**src/rtl/sprite_pal_pkg.sv**
```systemverilog
// Shared types and constants for the sprite palette: default palette, colour key and FSM states.
package sprite_pal_pkg;

    typedef enum logic {
        INIT = 1'b0,
        RUN  = 1'b1
    } state_e;

    // Entry 0 is the transparent key; the rest form a grey ramp so every entry is distinct.
    localparam logic [11:0] DEFAULT_PAL [16] = '{
        12'hF0F, 12'h111, 12'h222, 12'h333, 12'h444, 12'h555, 12'h666, 12'h777,
        12'h888, 12'h999, 12'hAAA, 12'hBBB, 12'hCCC, 12'hDDD, 12'hEEE, 12'hFFF
    };

    function automatic logic [47:0] key_color(input int ch_w);
        logic [47:0] k;
        k = 48'h0;
        for (int i = 0; i < ch_w; i++) begin
            k[i]            = 1'b1;
            k[2 * ch_w + i] = 1'b1;
        end
        return k;
    endfunction

endpackage

```
**src/rtl/sprite_pal_ram.sv**
```systemverilog
// Banked palette storage: synchronous read-first RAM with a single write port.
module sprite_pal_ram #(
    parameter int AW    = 5,
    parameter int DW    = 12,
    parameter int DEPTH = 32
) (
    input  logic          clk,
    input  logic          we_i,
    input  logic [AW-1:0] waddr_i,
    input  logic [DW-1:0] wdata_i,
    input  logic [AW-1:0] raddr_i,
    output logic [DW-1:0] rdata_o
);

    logic [DW-1:0] mem_q [DEPTH];
    logic [DW-1:0] rdata_q;

    // Read returns the pre-write contents when both ports hit the same word.
    always_ff @(posedge clk) begin
        if (we_i) begin
            mem_q[waddr_i] <= wdata_i;
        end
        rdata_q <= mem_q[raddr_i];
    end

    assign rdata_o = rdata_q;

endmodule

```
**src/rtl/sprite_palette_lut.sv**
```systemverilog
// Two-stage sprite palette lookup with per-frame bank select and transparency flag.
// Optional hit-flash override enabled by defining SPRITE_PAL_FLASH_EN.
module sprite_palette_lut
    import sprite_pal_pkg::*;
#(
    parameter int IDX_W = 4,
    parameter int CH_W  = 4,
    parameter int BANKS = 2,
    localparam int BW   = (BANKS > 1) ? $clog2(BANKS) : 1
) (
    input  logic              Clk,
    input  logic              Reset_n,
    input  logic              pix_valid_i,
    input  logic [IDX_W-1:0]  pix_idx_i,
    input  logic              frame_start_i,
    input  logic [BW-1:0]     bank_req_i,
    input  logic              wr_en_i,
    input  logic [BW-1:0]     wr_bank_i,
    input  logic [IDX_W-1:0]  wr_idx_i,
    input  logic [3*CH_W-1:0] wr_rgb_i,
    input  logic              flash_i,
    output logic              init_busy_o,
    output logic              pix_valid_o,
    output logic [CH_W-1:0]   red_o,
    output logic [CH_W-1:0]   green_o,
    output logic [CH_W-1:0]   blue_o,
    output logic              transparent_o
);

    localparam int WORDS = BANKS * (2 ** IDX_W);
    localparam int AW    = (WORDS > 1) ? $clog2(WORDS) : 1;
    localparam int DW    = 3 * CH_W;
    localparam logic [DW-1:0] KEY  = DW'(key_color(CH_W));
    localparam logic [AW-1:0] LAST = AW'(WORDS - 1);

    state_e            state_q, state_d;
    logic [AW-1:0]     init_cnt_q, init_cnt_d;
    logic              init_busy_q, init_busy_d;
    logic [BW-1:0]     bank_q, bank_d;
    logic              vld1_q, vld1_d;
    logic              flash1_q, flash1_d;
    logic              pix_valid_q, pix_valid_d;
    logic [DW-1:0]     rgb_q, rgb_d;
    logic              trans_q, trans_d;

    logic              ram_we_s;
    logic [AW-1:0]     ram_waddr_s;
    logic [DW-1:0]     ram_wdata_s;
    logic [AW-1:0]     ram_raddr_s;
    logic [DW-1:0]     rd_data_s;
    logic [IDX_W-1:0]  init_idx_s;
    logic [DW-1:0]     def_word_s;
    logic              flash_s;

`ifdef SPRITE_PAL_FLASH_EN
    assign flash_s = flash_i;
`else
    logic unused_flash_s;
    assign unused_flash_s = flash_i;
    assign flash_s        = 1'b0;
`endif

    // Words are laid out bank-major, so the low IDX_W counter bits are the entry index.
    always_comb begin
        init_idx_s = IDX_W'(init_cnt_q);
        if (init_idx_s == '0) begin
            def_word_s = KEY;
        end else if (CH_W == 4 && IDX_W <= 4) begin
            def_word_s = DW'(DEFAULT_PAL[4'(init_idx_s)]);
        end else begin
            def_word_s = {3{CH_W'(init_idx_s)}};
        end
    end

    // Next-state, write-port arbitration and output pipeline.
    always_comb begin
        state_d     = state_q;
        init_cnt_d  = init_cnt_q;
        init_busy_d = init_busy_q;
        bank_d      = bank_q;
        vld1_d      = 1'b0;
        flash1_d    = 1'b0;
        ram_we_s    = 1'b0;
        ram_waddr_s = '0;
        ram_wdata_s = '0;
        case (state_q)
            INIT: begin
                ram_we_s    = 1'b1;
                ram_waddr_s = init_cnt_q;
                ram_wdata_s = def_word_s;
                if (init_cnt_q == LAST) begin
                    state_d     = RUN;
                    init_cnt_d  = '0;
                    init_busy_d = 1'b0;
                end else begin
                    init_cnt_d  = init_cnt_q + AW'(1);
                    init_busy_d = 1'b1;
                end
            end
            RUN: begin
                init_busy_d = 1'b0;
                if (wr_en_i && (int'(wr_bank_i) < BANKS)) begin
                    ram_we_s    = 1'b1;
                    ram_waddr_s = AW'({wr_bank_i, wr_idx_i});
                    ram_wdata_s = wr_rgb_i;
                end else begin
                    ram_we_s    = 1'b0;
                end
                if (frame_start_i && (int'(bank_req_i) < BANKS)) begin
                    bank_d = bank_req_i;
                end else begin
                    bank_d = bank_q;
                end
                vld1_d   = pix_valid_i;
                flash1_d = pix_valid_i & flash_s;
            end
            default: begin
                state_d     = INIT;
                init_cnt_d  = '0;
                init_busy_d = 1'b1;
            end
        endcase

        // The bank is folded into the read address at issue, so later bank changes cannot touch it.
        ram_raddr_s = AW'({bank_q, pix_idx_i});

        pix_valid_d = vld1_q;
        if (vld1_q) begin
            trans_d = (rd_data_s == KEY);
            if (flash1_q && !trans_d) begin
                rgb_d = '1;
            end else begin
                rgb_d = rd_data_s;
            end
        end else begin
            trans_d = 1'b0;
            rgb_d   = rgb_q;
        end
    end

    // State and pipeline registers with synchronous active-low reset.
    always_ff @(posedge Clk) begin
        if (!Reset_n) begin
            state_q     <= INIT;
            init_cnt_q  <= '0;
            init_busy_q <= 1'b1;
            bank_q      <= '0;
            vld1_q      <= 1'b0;
            flash1_q    <= 1'b0;
            pix_valid_q <= 1'b0;
            rgb_q       <= '0;
            trans_q     <= 1'b0;
        end else begin
            state_q     <= state_d;
            init_cnt_q  <= init_cnt_d;
            init_busy_q <= init_busy_d;
            bank_q      <= bank_d;
            vld1_q      <= vld1_d;
            flash1_q    <= flash1_d;
            pix_valid_q <= pix_valid_d;
            rgb_q       <= rgb_d;
            trans_q     <= trans_d;
        end
    end

    sprite_pal_ram #(
        .AW    (AW),
        .DW    (DW),
        .DEPTH (WORDS)
    ) u_ram (
        .clk     (Clk),
        .we_i    (ram_we_s),
        .waddr_i (ram_waddr_s),
        .wdata_i (ram_wdata_s),
        .raddr_i (ram_raddr_s),
        .rdata_o (rd_data_s)
    );

    assign init_busy_o   = init_busy_q;
    assign pix_valid_o   = pix_valid_q;
    assign red_o         = rgb_q[DW-1 -: CH_W];
    assign green_o       = rgb_q[2*CH_W-1 -: CH_W];
    assign blue_o        = rgb_q[CH_W-1:0];
    assign transparent_o = trans_q;

endmodule

```
**config.mk**
```make
export PLATFORM = sky130hd
export DESIGN_NAME = sprite_palette_lut
export DESIGN_NICKNAME = d
export VERILOG_FILES = /design/src/rtl/sprite_pal_pkg.sv /design/src/rtl/sprite_pal_ram.sv /design/src/rtl/sprite_palette_lut.sv
export SDC_FILE = /design/constraint.sdc
export NUM_CORES = 1
export LEC_CHECK = 0
export CAP_MARGIN = 20
export CORE_MARGIN = 3
export CORE_UTILIZATION = 30
export DETAILED_ROUTE_END_ITERATION = 16
export SLEW_MARGIN = 20
export SYNTH_ARGS = -nofsm -noshare
export SYNTH_HDL_FRONTEND = slang
export SYNTH_HIERARCHICAL = 1
export SYNTH_SLANG_ARGS = --single-unit
```
**constraint.sdc**
```tcl
create_clock -name Clk -period 2.51 [get_ports Clk]
set_input_delay 0.502 -clock Clk [delete_from_list [all_inputs] [get_ports Clk]]
set_output_delay 0.502 -clock Clk [all_outputs]
set_load 0.03 [all_outputs]
```
# Word level (Yosys, flattened, before mapping)
# Memories as Yosys holds them, arrays and structs flattened. A register that Yosys moved wholly into a read port is not among the register bits.
# Cells that the tools add are included.
# Widths: inputs -> output; s select.
[word_totals]
register_bits = 23
latch_bits = 0
ram_bits = 384
romBits = 192
output_inout_bits = 15
wordCells = 36
mem_count = 2
[mem_list]
columns = ["memory", "words", "width", "read_ports", "rd_clocked_by_memory_dff", "wr", "line_no", "rtl"]
rows = [
  ["u_ram.mem_q", 32, 12, 1, 1, 1, "sprite_pal_ram.sv:15", "logic [DW-1:0] mem_q [DEPTH];"],
  ["(no name shown)", 16, 12, 1, 0, 0, "sprite_palette_lut.sv:69", "def_word_s = DW'(DEFAULT_PAL[4'(init_idx_s)]);"],
]
[classes]
addsub = 1
n_mul = 0
n_div = 0
order_cmp = 1
eq_ne = 2
shift = 0
mux = 16
bitwise = 2
n_reduce_logical = 4
[op_table]
columns = ["operator", "count"]
rows = [
  ["$mux 12", 4],
  ["$pmux 12 s2", 1],
  ["$eq 12x12->1 const B", 1],
  ["$mux 5", 2],
  ["$pmux 5 s2", 1],
  ["$mux 1", 6],
  ["$reduce_and 2->1", 3],
  ["$add 5x1->5 const B", 1],
  ["$eq 5x5->1 const B", 1],
  ["$ge 5x5->1 const B", 1],
  ["$not 4->5", 1],
  ["$logic_not 4->1", 1],
  ["$pmux 1 s2", 2],
  ["$not 1->1", 1],
]

# Depth between registers and ports, before layout
[depth]
ltp_word = 6
depth_mapped = 9
ltp_nobuf = 6

# By module
# The synthesis kept the hierarchy.
[by_module_without_submodules]
columns = ["mod", "instances", "cells_each", "area_each_um2"]
rows = [
  ["sprite_pal_ram", 1, 868, 15468.6],
  ["sprite_palette_lut", 1, 140, 1236.2],
]

# Worst setup path after synthesis
# No wires, ideal clock.
[synth_timing]
kind = "input to register"
startpoint = "in wr_en_i"
endpoint = "mem u_ram.mem_q[0][0] (enable)"
setup_time_ps = 380
arrival_ps = 2295
setup_slack_ps = -165
path_stages = 8
n_path_buf = 3
path_cell_list = "and2_1 > buf_2 > buf_6 > nand2_1 > o21ai_0 > or3b_2 > clkbuf_1 > nor2_1"
[synth_via]
word_cells_on_any_way = 6
[synth_rtl]
columns = ["element", "line_no", "rtl"]
rows = [
  ["start, declared", "sprite_palette_lut.sv:17", "input logic wr_en_i,"],
  ["$mux 5", "sprite_palette_lut.sv:102", "if (wr_en_i && (int'(wr_bank_i) < BANKS)) begin"],
  ["$pmux 5 s2", "sprite_palette_lut.sv:86", "case (state_q)"],
  ["named net ram_waddr_s[1]", "sprite_palette_lut.sv:47", "logic [AW-1:0] ram_waddr_s;"],
  ["end, declared", "sprite_pal_ram.sv:15", ""],
]
# The timed path passes the listed nets, and every way through them passes these cells.

# Final worst setup path
[layout_timing]
startpoint = "in wr_en_i"
endpoint = "mem u_ram.mem_q[28][0] (enable)"
# Same word-level chain as after synthesis.

==> flow_summary.json <==
{
  "max-cap-violations": 0,
  "dr.pass1.iters": 5,
  "place_area_um2": 18800,
  "htreeDepth": 2,
  "dieArea_um2": 58500,
  "cp_cell_sequence": "clkdlybuf4s50_1 -> and2_1 -> nand2_1 -> o21ai_0 -> or3b_2 -> nor2_1 -> buf_4",
  "clk_latency_ps": 550,
  "cpLargestDelayFamily": "simple AND/OR/NAND/NOR gates",
  "wire_per_inst_um": 20.9,
  "synth-seq-cells": 419,
  "area_growth_pct": 20.4,
  "num_antenna_cells": 0,
  "ys.flop_type": "edfxtp_1",
  "initial_utilization_pct": 30.7,
  "arrival_ps": 2490,
  "row_count": 85,
  "critPathMaxStageDelay_ps": 680,
  "cts_tree": "yes",
  "postSynthAreaPerCell_um2": 16.6,
  "hold_path.class": "flip-flop to flip-flop",
  "final_area_um2": 20100,
  "status": "finished, final reports clean",
  "postSynth.asyncResetShare_pct": 0,
  "netlist_area_um2": 16700,
  "hold_slack_ps": 473,
  "grt_pass1_wl_mm": 58.9,
  "path_clk_slew_ps": 60,
  "drv_slew": 0,
  "rsz0062_at_grt": "no",
  "fin_tns_setup_ps": 0,
  "pin_count": 43,
  "dp.final_hpwl_mm": 25.1,
  "synth_nets": 1041,
  "finalCritPeriodShare_pct": 89.6,
  "drc": 0,
  "period_needed_ps": 2250,
  "fp.dieH_um": 242,
  "ir_worst_vdd_v": 0.000381,
  "nNetsFinal": 1176,
  "grt_pass1_vias": 9116,
  "track_usage_pct": 13.3,
  "cp.required_ps": 2750,
  "routed_wirelength_mm": 40.0,
  "skew_ps": 29.9,
  "clockRootBuffer": "clkbuf_16",
  "dr_wl_met2_mm": 19.3,
  "synth-edff-count": 384,
  "drive_above_1_share_pct": 16.3,
  "cts_resized": 0,
  "cpMaxStageDelayCell": "or3b_2",
  "antenna_found_initial": 1,
  "cp.buffers_inverters": 2,
  "cts_hold_buf": 0,
  "max_slew_margin_pct": 38.4,
  "ant_nets": 0,
  "cts_setup_buffers": 0,
  "powerDensity_nw_per_um2": 758,
  "end_kind": "flip-flop",
  "coreArea_um2": 54500,
  "grt_max_degree": 42,
  "crit_fanout": 12,
  "ys_warn_count": 6,
  "synth.top_cell.area_share_pct": 69.0,
  "routed-via-count": 9139,
  "fmax_mhz": 445,
  "synth_cells": 1008,
  "yosysSeqAreaShare_pct": 73.2,
  "critPathKind": "input port to flip-flop",
  "ys_types": 40,
  "cts_sinks": 419,
  "overflow": 0,
  "leakage_nw": 7.03,
  "chipWidth_um": 242,
  "hold_viol_final": 0,
  "max_slew.worst_pin.slew_ps": 924,
  "via_per_inst": 4.78,
  "yosysTopAreaCell": "edfxtp_1",
  "io_buffers": 41,
  "synthMostInstantiatedCell": "edfxtp_1",
  "place.gp.congestion": 0.849,
  "top_layer_used": "met4",
  "met3_length_mm": 2.43,
  "synth.area.top_cells": "edfxtp_1, mux2i_1, dfxtp_1, a22oi_1, a22o_1",
  "numCtsBuffers": 42,
  "clockBufferDepth": 3,
  "met1_length_mm": 17.2,
  "power.total_mw": 15.2,
  "finalSetupViolCount": 0,
  "drt_iter0_drc": 889,
  "cp-start-kind": "input port",
  "yosys-top-cells-count": "edfxtp_1, mux2i_1, a22oi_1"
}
## sequential cells by signal (all words and copies together) (netlist names)
name and count:
bank_q 1, init_busy_o 1, init_cnt_q 5, pix_valid_d 1, pix_valid_o 1, rgb_q 12
state_q 1, transparent_o 1, u_ram/mem_q 384, u_ram/rdata_o 12
## worst min-delay path: stages, from the launching register on
cell     delay (ps)
dfxtp_1         320
nand4_1          70
nor4_1           50
## worst paths after layout
check / startpoint / to / slack [ps] / cells after the start
setup / recovery: wr_en_i / u_ram/mem_q[28][0] / 260 / 7
hold / removal: u_ram/rdata_o[9] / transparent_o / 470 / 2
setup reg to reg: state_q / u_ram/mem_q[28][0] / 290 / 6
hold reg to reg: u_ram/rdata_o[9] / transparent_o / 470 / 2
## cell families after synthesis
| group | after synthesis | synth area share (%) |
|---|---|---|
| AOI/OAI and AO/OA | 137 | 5.73 |
| muxes | 205 | 12.3 |
| adders and majority gates | 5 | 0.375 |
| DFF | 419 | 73.2 |
| buffers and inverters | 64 | 3.04 |
| and+or+nand+nor | 178 | 5.35 |
## cell usage in the layout (no fill, tap or decap), types with 8 or more instances in the layout
cell,count
nand4_1,13
a22oi_1,48
buf_4,82
clkdlybuf4s50_1,40
nand2_1,39
buf_12,26
nand3_1,31
a21oi_1,27
a22o_1,24
dfxtp_1,35
edfxtp_1,384
clkbuf_1,16
mux2i_1,205
nor2b_1,15
clkbuf_16,44
nor3_1,13
nor2_1,33
a21o_1,8
a31oi_1,13
## through the flow
stage / setup slack (ps) / std cells / utilization (%)
detailed placement: -308 / 1838 / 34.4
global route: 161 / 1913 / 36.9
finish: 261 / 1913 / 36.9
floorplan: -165 / 1008 / -
CTS: 254 / 1913 / 36.9
global placement: -249 / 1838 / 34.4
## per-layer routing
metal | GRT usage, % | vias up
li1 | - | 4209
met1 | 17.8 | 4599
met2 | 22.1 | 262
met3 | 2.62 | 69
met4 | 4.01 | 0
met5 | 0 | -
## power by group
group / total (mW) / internal [mW] / switching [mW] / leakage (nW)
Clock: 6.18 / 3.66 / 2.52 / 0.654
Sequential: 7.90 / 7.86 / 0.0420 / 3.74
Combinational: 1.15 / 0.414 / 0.740 / 2.64
## final cells by class
| class | instances | area [µm²] |
|---|---|---|
| clock buffers | 61 | 1170 |
| fillers | 5086 | 34300 |
| clock inverters | 14 | 173 |
| well taps | 739 | 925 |
| inverters | 6 | 22.5 |
| flip-flops and latches | 419 | 12200 |
| repair buffers | 149 | 1550 |
| multi-input cells | 525 | 4030 |
Note: power is estimated with default switching activity, not from simulation.
